--- config.mk ---
export PLATFORM = sky130hd
export DESIGN_NAME = serial_collect
export DESIGN_NICKNAME = d
export VERILOG_FILES = /design/src/rtl/serial_collect_pkg.sv /design/src/rtl/serial_collect_ctrl.sv /design/src/rtl/serial_collect.sv
export SDC_FILE = /design/constraint.sdc
export NUM_CORES = 1
export LEC_CHECK = 0
export CORE_AREA = 2 2 39 41
export DETAILED_ROUTE_END_ITERATION = 10
export DIE_AREA = 0 0 41 43
export GPL_TIMING_DRIVEN = 0
export PLACE_DENSITY_LB_ADDON = 0.05
export SLEW_MARGIN = 20
export SYNTH_ARGS = -nofsm -noshare
export SYNTH_HDL_FRONTEND = slang
export SYNTH_SLANG_ARGS = --single-unit
--- constraint.sdc ---
create_clock -name clk -period 1.27 [get_ports clk]
set_input_delay 0.254 -clock clk [delete_from_list [all_inputs] [get_ports clk]]
set_output_delay 0.254 -clock clk [all_outputs]
set_load 0.03 [all_outputs]
--- src/rtl/serial_collect_pkg.sv ---
// Shared definitions for the serial_collect bit-serial word collector.
`ifndef SERIAL_COLLECT_PKG_SV
`define SERIAL_COLLECT_PKG_SV
package serial_collect_pkg;

  typedef enum logic {
    ST_FILL = 1'b0,
    ST_HOLD = 1'b1
  } state_t;

  function automatic int cnt_width(input int way);
    return $clog2(way + 1);
  endfunction

endpackage
`endif

--- src/rtl/serial_collect_ctrl.sv ---
// Handshake FSM and bit counter for serial_collect; drives the shift-register controls.
module serial_collect_ctrl
  import serial_collect_pkg::*;
#(
  parameter int WAY   = 3,
  parameter int CNT_W = cnt_width(WAY)
) (
  input  logic             clk,
  input  logic             rst_n,
  input  logic             clr,
  input  logic             in_valid,
  input  logic             out_ready,
  output logic             in_ready,
  output logic             out_valid,
  output logic             shift_en,
  output logic             load_first,
  output logic [CNT_W-1:0] count
);

  localparam logic [CNT_W-1:0] CNT_LAST = CNT_W'(WAY - 1);
  localparam logic [CNT_W-1:0] CNT_FULL = CNT_W'(WAY);
  localparam logic [CNT_W-1:0] CNT_ONE  = CNT_W'(1);

  state_t           state, state_nx;
  logic [CNT_W-1:0] count_nx;
  logic             accept, handoff;

  // clr blanks both handshakes so neither an accept nor a handoff can slip through it
  assign in_ready   = rst_n & ~clr & ((state == ST_FILL) | out_ready);
  assign out_valid  = (state == ST_HOLD) & ~clr;
  assign accept     = in_valid & in_ready;
  assign handoff    = out_valid & out_ready;
  assign shift_en   = accept;
  assign load_first = accept & (state == ST_HOLD);

  always_ff @(posedge clk or negedge rst_n) begin
    if (!rst_n) begin
      state <= ST_FILL;
      count <= '0;
    end else begin
      state <= state_nx;
      count <= count_nx;
    end
  end

  always_comb begin
    state_nx = state;
    count_nx = count;
    if (clr) begin
      state_nx = ST_FILL;
      count_nx = '0;
    end else begin
      case (state)
        ST_FILL: begin
          if (accept) begin
            if (count == CNT_LAST) begin
              state_nx = ST_HOLD;
              count_nx = CNT_FULL;
            end else begin
              count_nx = count + CNT_ONE;
            end
          end
        end
        ST_HOLD: begin
          // A single-bit word is already complete on the bit that rides along with the handoff
          if (handoff && accept) begin
            state_nx = (WAY == 1) ? ST_HOLD : ST_FILL;
            count_nx = (WAY == 1) ? CNT_FULL : CNT_ONE;
          end else if (handoff) begin
            state_nx = ST_FILL;
            count_nx = '0;
          end
        end
        default: begin
          state_nx = ST_FILL;
          count_nx = '0;
        end
      endcase
    end
  end

endmodule

--- src/rtl/serial_collect.sv ---
// Collects WAY serial bits into a word for the serial_and tree; first bit lands in e1[WAY-1].
// Define SERIAL_COLLECT_AND_EN to add the running-AND output out_and.
module serial_collect
  import serial_collect_pkg::*;
#(
  parameter int WAY   = 3,
  parameter int CNT_W = cnt_width(WAY)
) (
  input  logic             clk,
  input  logic             rst_n,
  input  logic             clr,
  input  logic             in_bit,
  input  logic             in_valid,
  output logic             in_ready,
  output logic [WAY-1:0]   e1,
  output logic             out_valid,
  input  logic             out_ready,
  output logic [CNT_W-1:0] count
`ifdef SERIAL_COLLECT_AND_EN
  , output logic           out_and
`endif
);

  logic           shift_en, load_first, handoff;
  logic [WAY-1:0] word, shifted;

  serial_collect_ctrl #(.WAY(WAY), .CNT_W(CNT_W)) u_ctrl (
    .clk        (clk),
    .rst_n      (rst_n),
    .clr        (clr),
    .in_valid   (in_valid),
    .out_ready  (out_ready),
    .in_ready   (in_ready),
    .out_valid  (out_valid),
    .shift_en   (shift_en),
    .load_first (load_first),
    .count      (count)
  );

  assign handoff = out_valid & out_ready;

  generate
    if (WAY == 1) begin : gen_single
      assign shifted = in_bit;
    end else begin : gen_shift
      assign shifted = {word[WAY-2:0], in_bit};
    end
  endgenerate

  // load_first restarts the word from the bit accepted alongside a handoff
  always_ff @(posedge clk or negedge rst_n) begin
    if (!rst_n) begin
      word <= '0;
    end else if (clr) begin
      word <= '0;
    end else if (load_first) begin
      word <= WAY'(in_bit);
    end else if (shift_en) begin
      word <= shifted;
    end else if (handoff) begin
      word <= '0;
    end
  end

  assign e1 = word;

`ifdef SERIAL_COLLECT_AND_EN
  logic and_q;

  always_ff @(posedge clk or negedge rst_n) begin
    if (!rst_n) begin
      and_q <= 1'b1;
    end else if (clr) begin
      and_q <= 1'b1;
    end else if (load_first) begin
      and_q <= in_bit;
    end else if (shift_en) begin
      and_q <= and_q & in_bit;
    end else if (handoff) begin
      and_q <= 1'b1;
    end
  end

  assign out_and = and_q;
`endif

endmodule

======== Word level (Yosys, flattened, before mapping) ========
Index checks and enable logic that the tools add are counted.
storage, ports and cells
  register bits after elaboration ......... 6
  input port bits ......................... 6
  output and inout bits ................... 7
  word-level logic and storage cells ...... 35
operators by class
  add/subtract/negate cells ............... 1
  equality and inequality tests ........... 3
  mux-type cells .......................... 16
  bitwise logic cells ..................... 9
  reduce and logical (&&, ||, !) cells .... 3
operators with widths
  cell                   count
  $mux W3                4
  $mux W2                5
  $and A1 B1 Y1          6
  $mux W1                5
  $ne A4 B4 Y1 const B   1
  $pmux W2 S2            1
  $reduce_bool A4 Y1     1
  $ne A3 B2 Y1 const B   1
  $add A2 B1 Y2 const B  1
  $eq A2 B2 Y1 const B   1
  $not A1 Y1             2
  $pmux W1 S2            1
  $reduce_and A2 Y1      1
  $logic_and A1 B1 Y1    1
  $or A1 B1 Y1           1

======== Longest topological paths before layout ========
Gate-level depths: netlist of the first run.
  word-level depth ........................ 8
  mapped depth ............................ 5
  mapped depth without buffers ............ 5

======== Modules after synthesis ========
From an unflattened synthesis of the first run, not the netlist that was laid out.
unflattened totals
  cells, all modules ...................... 39
  area total of the unflattened synthesis .. 345.3 µm²
by module, submodules not included
  module               times used  cells an instance  area each (µm²)  sequential area each (µm²)
  serial_collect_ctrl  1           25                 210.2            75.1
  serial_collect       1           14                 135.1            75.1

======== Worst setup path after synthesis of the first run ========
OpenSTA, ideal clock, no wires.
  path type ............................... flip-flop to flip-flop
  start point ............................. register u_ctrl.count[0]
  end point ............................... register u_ctrl.count[0]
  arrival time ............................ 1367 ps
  required time ........................... 1143 ps
  path slack .............................. -224 ps
  stages on the path, launching flop included .. 6
  period minus slack after synthesis ...... 1494 ps
  path through ............................ dfrtp_1 inv_1 ha_1 or3b_2 nand4_1 o21ai_0
on the way
  longest elaborated chain between the ends .. 5
ends and longest elaborated chain
  what                                                  line                                                  text
  from (decl)                                           serial_collect_ctrl.sv:17                             output logic [CNT_W-1:0] count
  from (signal assigned)                                serial_collect_ctrl.sv:42                             count <= count_nx;
  $add A2 B1 Y2 / $eq A2 B2 Y1 (equally long branches)  serial_collect_ctrl.sv:60, serial_collect_ctrl.sv:56
  $mux W2 *                                             serial_collect_ctrl.sv:56                             if (count == CNT_LAST) begin
  $mux W2 *                                             serial_collect_ctrl.sv:55                             if (accept) begin
  $pmux W2 S2 *                                         serial_collect_ctrl.sv:53                             case (state)
  $mux W2 *                                             serial_collect_ctrl.sv:49                             if (clr) begin
Mark *: on every way between the ends. The rest lies on a longest branch, timed or not. The select of a mux whose other input is x is not followed.
A chain may end at the register's enable or synchronous reset.

======== Worst setup path after layout of the first run ========
  start point ............................. register u_ctrl.state
  end point ............................... output port out_valid
on the way
  longest elaborated chain between the ends .. 1
ends and longest elaborated chain
  what                    line                       text
  from (decl)             serial_collect_ctrl.sv:24  state_t state, state_nx;
  from (signal assigned)  serial_collect_ctrl.sv:41  state <= state_nx;
  $and A1 B1 Y1           serial_collect_ctrl.sv:30  assign out_valid = (state == ST_HOLD) & ~clr;
  to (decl)               serial_collect.sv:16       output logic out_valid,
Every way passes these cells.

==> results_dict.tcl, run 1 <==
set metrics [dict create \
    insertion_delay_ns 0.24 \
    powerDensity_nw_per_um2 856 \
    antenna_found_initial 0 \
    synth_ff_type "dfrtp_1" \
    max_freq_ghz 0.789 \
    path_max_fanout 4 \
    cts-root-buf "clkbuf_4" \
    ys_top_cells_by_count "dfrtp_1 (6), o21ai_0 (4), nand3b_1 (3), nand4b_1 (3)" \
    ys_top_cells_by_area "dfrtp_1 (42%), mux2_4 (8.5%), nand4b_1 (7.4%), nand3b_1 (6.4%), and3b_2 (5.7%)" \
    drtPass1Iterations 1 \
    syn_area_um2 354 \
    place.gp.congestion 0.705 \
    final.fill_count 155 \
    peakVddDrop_v 0.000400 \
    die_width_um 41 \
    crit_type "flop to primary output" \
    grt_max_degree 9 \
    gr-total-overflow 0 \
    htree_levels 1 \
    holdPathStages 2 \
    finalCritPeriodShare 0.998 \
    syn_inst 31 \
    drc_errors 0 \
    num_vias 332 \
    cap_viol_max_count 0 \
    maxSlewHeadroom 0.780 \
    fin_area_um2 583 \
    drive_gt1_frac 0.604 \
    hold_viol 0 \
    syn_to_final_growth_pct 64.7 \
    synth_cell_types 17 \
    min_path_type "primary input to flop" \
    grt_setup_unrepaired "true" \
    clk_pin_slew_ns 0.05 \
    holdWs_ns 0.430 \
    slew_violations 0 \
    initial_core_util 0.256 \
    clockBufferDepth 2 \
    post-route-util 0.421 \
    die_area_um2 1760 \
    finalSetupTns_ns 0 \
    fp-row-count 14 \
    synth-seq-cells 6 \
    core_area_um2 1380 \
    finalSetupViolCount 0 \
    cts_tree "done" \
    first_global_vias 341 \
    yosysMostFrequentCell "dfrtp_1" \
    synth_top_area_share 0.424 \
    viasPerCell 4.81 \
    crit_path_end_kind "primary output" \
    status "complete, no violations" \
    worstMarginPinSlew_ns 0.328 \
    cts_num_sinks 6 \
    wl_per_cell_um 13.3 \
    ff2ff_path_depth 4 \
    synth_nets 38 \
    ys_seq_area_frac 0.424 \
    start_kind "flop" \
    ant_nets 0 \
    synthArstFlopShare 1.00 \
    placed_area_um2 502 \
    dpl.hpwl_um 646 \
    synth_warnings 0 \
    power_mw 0.499 \
    yosys.area.top_type "dfrtp_1" \
    track_usage 0.126 \
    io_pins 13 \
    die_y_um 43 \
    arrival_ns 1.01 \
    avgSynthCellArea_um2 11.4 \
    io_buffers 12 \
    drt-initial-drc-count 0 \
    antenna_cells 0 \
    register_area_um2 154 \
    nets 61 \
    synth_edf_count 0 \
    grt_first_pass_wirelength_um 1450 \
    required_ns 1.02 \
    crit_start "u_ctrl.state" \
    p_leak_nw 0.266 \
    clock-skew-final_ns 0.00192 \
    cts_made_buffers 3 \
    min_period_ns 1.27 \
    min_from "clr" \
    timing.rr.start "u_ctrl.state" \
    routed_wl_um 918 \
    multi_input_area_um2 228 \
]
[what timing repair did]
item | CTS | global route
setup endpoints to repair | 12 | 7
hold buffers | 1 | 0
gates cloned | 0 | 0
buffers inserted | 3 | 2
endpoints found under the hold margin | 6 | 0
gates resized for setup | 36 | 6
[worst paths after layout]
check / to / slack, ns
max: out_valid / 0.002
min: u_ctrl.state / 0.43
max reg2reg: u_ctrl.count[1] / 0.03
min reg2reg: e1[2] / 0.57
max in group asynchronous: u_ctrl.state / 0.55
min in group asynchronous: e1[0] / 0.45
[metrics by stage]
step | worst slack, ns | std cells
after floorplan | 0.00689 | 31
after global placement | -0.981 | 59
after detailed placement | -1.01 | 59
after CTS | -0.0127 | 67
after global routing | -0.0423 | 69
final | 0.00209 | 69
[final cells by class]
class,instances,area share
Sequential cell,6,0.264
Timing Repair Buffer,18,0.260
Clock buffer,4,0.0451
Tap cell,16,0.0343
Inverter,1,0.00644
Multi-Input combinational cell,24,0.391
[kinds of logic (layout without fill, tap and decap cells)]
logic type                 count (synthesis)  after routing  synth area share
and+or+nand+nor                           17             17             0.389
DFF                                        6              6             0.424
AOI/OAI and AO/OA                          4              4            0.0565
muxes                                      2              2            0.0848
adders and majority gates                  1              1            0.0353
buffers and inverters                      1             23            0.0106
[where the power goes]
part | switching [mW] | internal (mW)
registers | 0.00707 | 0.199
clock network | 0.0720 | 0.119
logic | 0.0491 | 0.0527
[registers in the layout, indices dropped and copies added (netlist names)]
| name | flops |
|---|---|
| e1 | 3 |
| u_ctrl.count | 2 |
| u_ctrl.state | 1 |
[critical path, stage by stage, from the launching register on]
cell	delay, ns
dfrtp_2	0.43
and2b_2	0.21
buf_6	0.13
[cells in the final DEF (no fill, tap or decap), drive strengths merged]
| master | instances |
|---|---|
| and2b | 1 |
| dfrtp | 6 |
| and3b | 2 |
| buf | 8 |
| nand2 | 1 |
| nor2 | 1 |
| nand3b | 3 |
| nand4b | 3 |
| o21ai | 4 |
| and2 | 1 |
| nand2b | 1 |
| nand4 | 1 |
| nor2b | 1 |
| clkbuf | 7 |
| dlygate4sd2 | 1 |
| clkdlybuf4s50 | 2 |
| clkdlybuf4s15 | 3 |
| and3 | 1 |
| dlygate4sd3 | 1 |
| or3b | 1 |
| inv | 1 |
| ha | 1 |
| mux2 | 2 |
[layer usage]
layer | track usage | up-vias | routed length (um)
met5 | 0 | - | 0
met2 | 0.172 | 9 | 454
li1 | - | 162 | -
met1 | 0.167 | 159 | 399
met3 | 0.0524 | 2 | 56
met4 | 0.0600 | 0 | 8
No activity file was read; power rests on OpenSTA's default activity.
==> inputs of run 2 (changes only) <==
--- a/config.mk
+++ b/config.mk
@@ -10,6 +10,7 @@
 export DIE_AREA = 0 0 41 43
 export GPL_TIMING_DRIVEN = 0
 export PLACE_DENSITY_LB_ADDON = 0.05
+export REMOVE_ABC_BUFFERS = 1
 export SLEW_MARGIN = 20
 export SYNTH_ARGS = -nofsm -noshare
 export SYNTH_HDL_FRONTEND = slang
==> results_dict.tcl, run 2 (synthesized netlist as in run 1, its figures left out) <==
set metrics [dict create \
    fp-row-count 14 \
    post-route-util 0.419 \
    final_cell_mix "dfrtp_1 (5), buf_6 (4), buf_4 (4)" \
    layout_commonest_cell "dfrtp_1" \
    final.fill_count 144 \
    r2r_slack_ns 0.03 \
    drtPass1Iterations 4 \
    antenna_found_initial 0 \
    finalWorstSetupSlack_ns -0.00457 \
    finalCritPeriodShare 1.00 \
    crit_type "flop to primary output" \
    finalSetupViolCount 1 \
    die_area_um2 1760 \
    clockBufferDepth 2 \
    register_area_um2 151 \
    multi_input_area_um2 215 \
    grt_use_met2 0.163 \
    powerDensity_nw_per_um2 831 \
    arrival_ns 1.02 \
    ff2ff_path_depth 4 \
    io_pins 13 \
    routed_wl_um 949 \
    ant_nets 0 \
    grt_max_degree 9 \
    initial_core_util 0.256 \
    antenna_cells 0 \
    insertion_delay_ns 0.24 \
    clock-skew-final_ns 0.00668 \
    peakVddDrop_v 0.000406 \
    start_kind "flop" \
    power_mw 0.481 \
    grt_setup_unrepaired "true" \
    cts_tree "done" \
    gr-total-overflow 0 \
    cap_viol_max_count 0 \
    fin_cells 69 \
    crit_path_end_kind "primary output" \
    syn_to_final_growth_pct 63.6 \
    min_period_ns 1.27 \
    cts_num_sinks 6 \
    io_buffers 12 \
    p_leak_nw 0.275 \
    maxSlewHeadroom 0.783 \
    max_freq_ghz 0.785 \
    cts-root-buf "clkbuf_4" \
    min_path_type "primary input to async pin" \
    cts_made_buffers 3 \
    die_y_um 43 \
    track_usage 0.135 \
    status "finished, violations left" \
    r2r-end "u_ctrl.count[1]" \
    drt-initial-drc-count 3 \
    hold_viol 0 \
    num_vias 325 \
    grt_first_pass_wirelength_um 1550 \
    wl_per_cell_um 13.8 \
    largest_reg_flops 3 \
    htree_levels 1 \
    finalSetupTns_ns -0.00457 \
    place.gp.congestion 0.706 \
    drive_gt1_frac 0.547 \
    clk_pin_slew_ns 0.05 \
    grtUsageMet1 0.195 \
    path_max_fanout 4 \
    nets 62 \
    slew_violations 0 \
    timing.rr.start "u_ctrl.state" \
    first_global_vias 341 \
    violations "negative setup slack" \
    holdWs_ns 0.448 \
    required_ns 1.02 \
    grtUsageMet3 0.0524 \
    dpl.hpwl_um 651 \
    worstMarginPinSlew_ns 0.325 \
    drc_errors 0 \
    core_area_um2 1380 \
    dp_cells 59 \
    viasPerCell 4.71 \
    grt-busiest-layer "met1" \
    die_width_um 41 \
]
[run 2: layout make-up]
type	count	share of cell area
Multi-Input combinational cell	24	0.371
Timing Repair Buffer	19	0.287
Sequential cell	6	0.261
Clock buffer	3	0.0389
Tap cell	16	0.0346
Inverter	1	0.00648
[run 2: what timing repair did]
| action | 4_1_cts | 5_1_grt |
|---|---|---|
| endpoints found under the hold margin | 6 | 0 |
| pin swaps | 1 | 1 |
| endpoints found under the setup margin | 12 | 7 |
| resized for setup | 41 | 6 |
| hold buffers | 1 | 0 |
| setup buffers | 4 | 2 |
[run 2: worst max-delay path, cell delays in order (launching register included)]
cell and delay, ns:
dfrtp_2 0.44, and2b_2 0.21, buf_6 0.13
[run 2: stage by stage]
step / instance area (um^2) / setup WS [ns]
after floorplan: 354 / -0.224
after global placement: 494 / -0.980
after detailed placement: 494 / -0.994
after CTS: 576 / -0.0191
after global routing: 579 / -0.0424
final: 579 / -0.00457
[run 2: routing by layer]
layer	vias to the layer above	wire length, um
met5	-	0
met4	0	5
met3	2	55
met2	9	418
met1	154	469
li1	160	-
[run 2: worst max path at each step]
stage | start | to
2_1_floorplan | u_ctrl.count[0] | u_ctrl.count[0]
3_3_place_gp | rst_n | in_ready
3_5_place_dp | rst_n | in_ready
4_1_cts | u_ctrl.state | in_ready
5_1_grt | u_ctrl.state | out_valid
6_report | u_ctrl.state | out_valid
[run 2: report_power, final]
| part | internal, mW | total, mW | switching (mW) | leakage, nW |
|---|---|---|---|---|
| Clock | 0.107 | 0.172 | 0.0655 | 0.0138 |
| Combinational | 0.0550 | 0.105 | 0.0503 | 0.180 |
| Sequential | 0.199 | 0.204 | 0.00486 | 0.0807 |
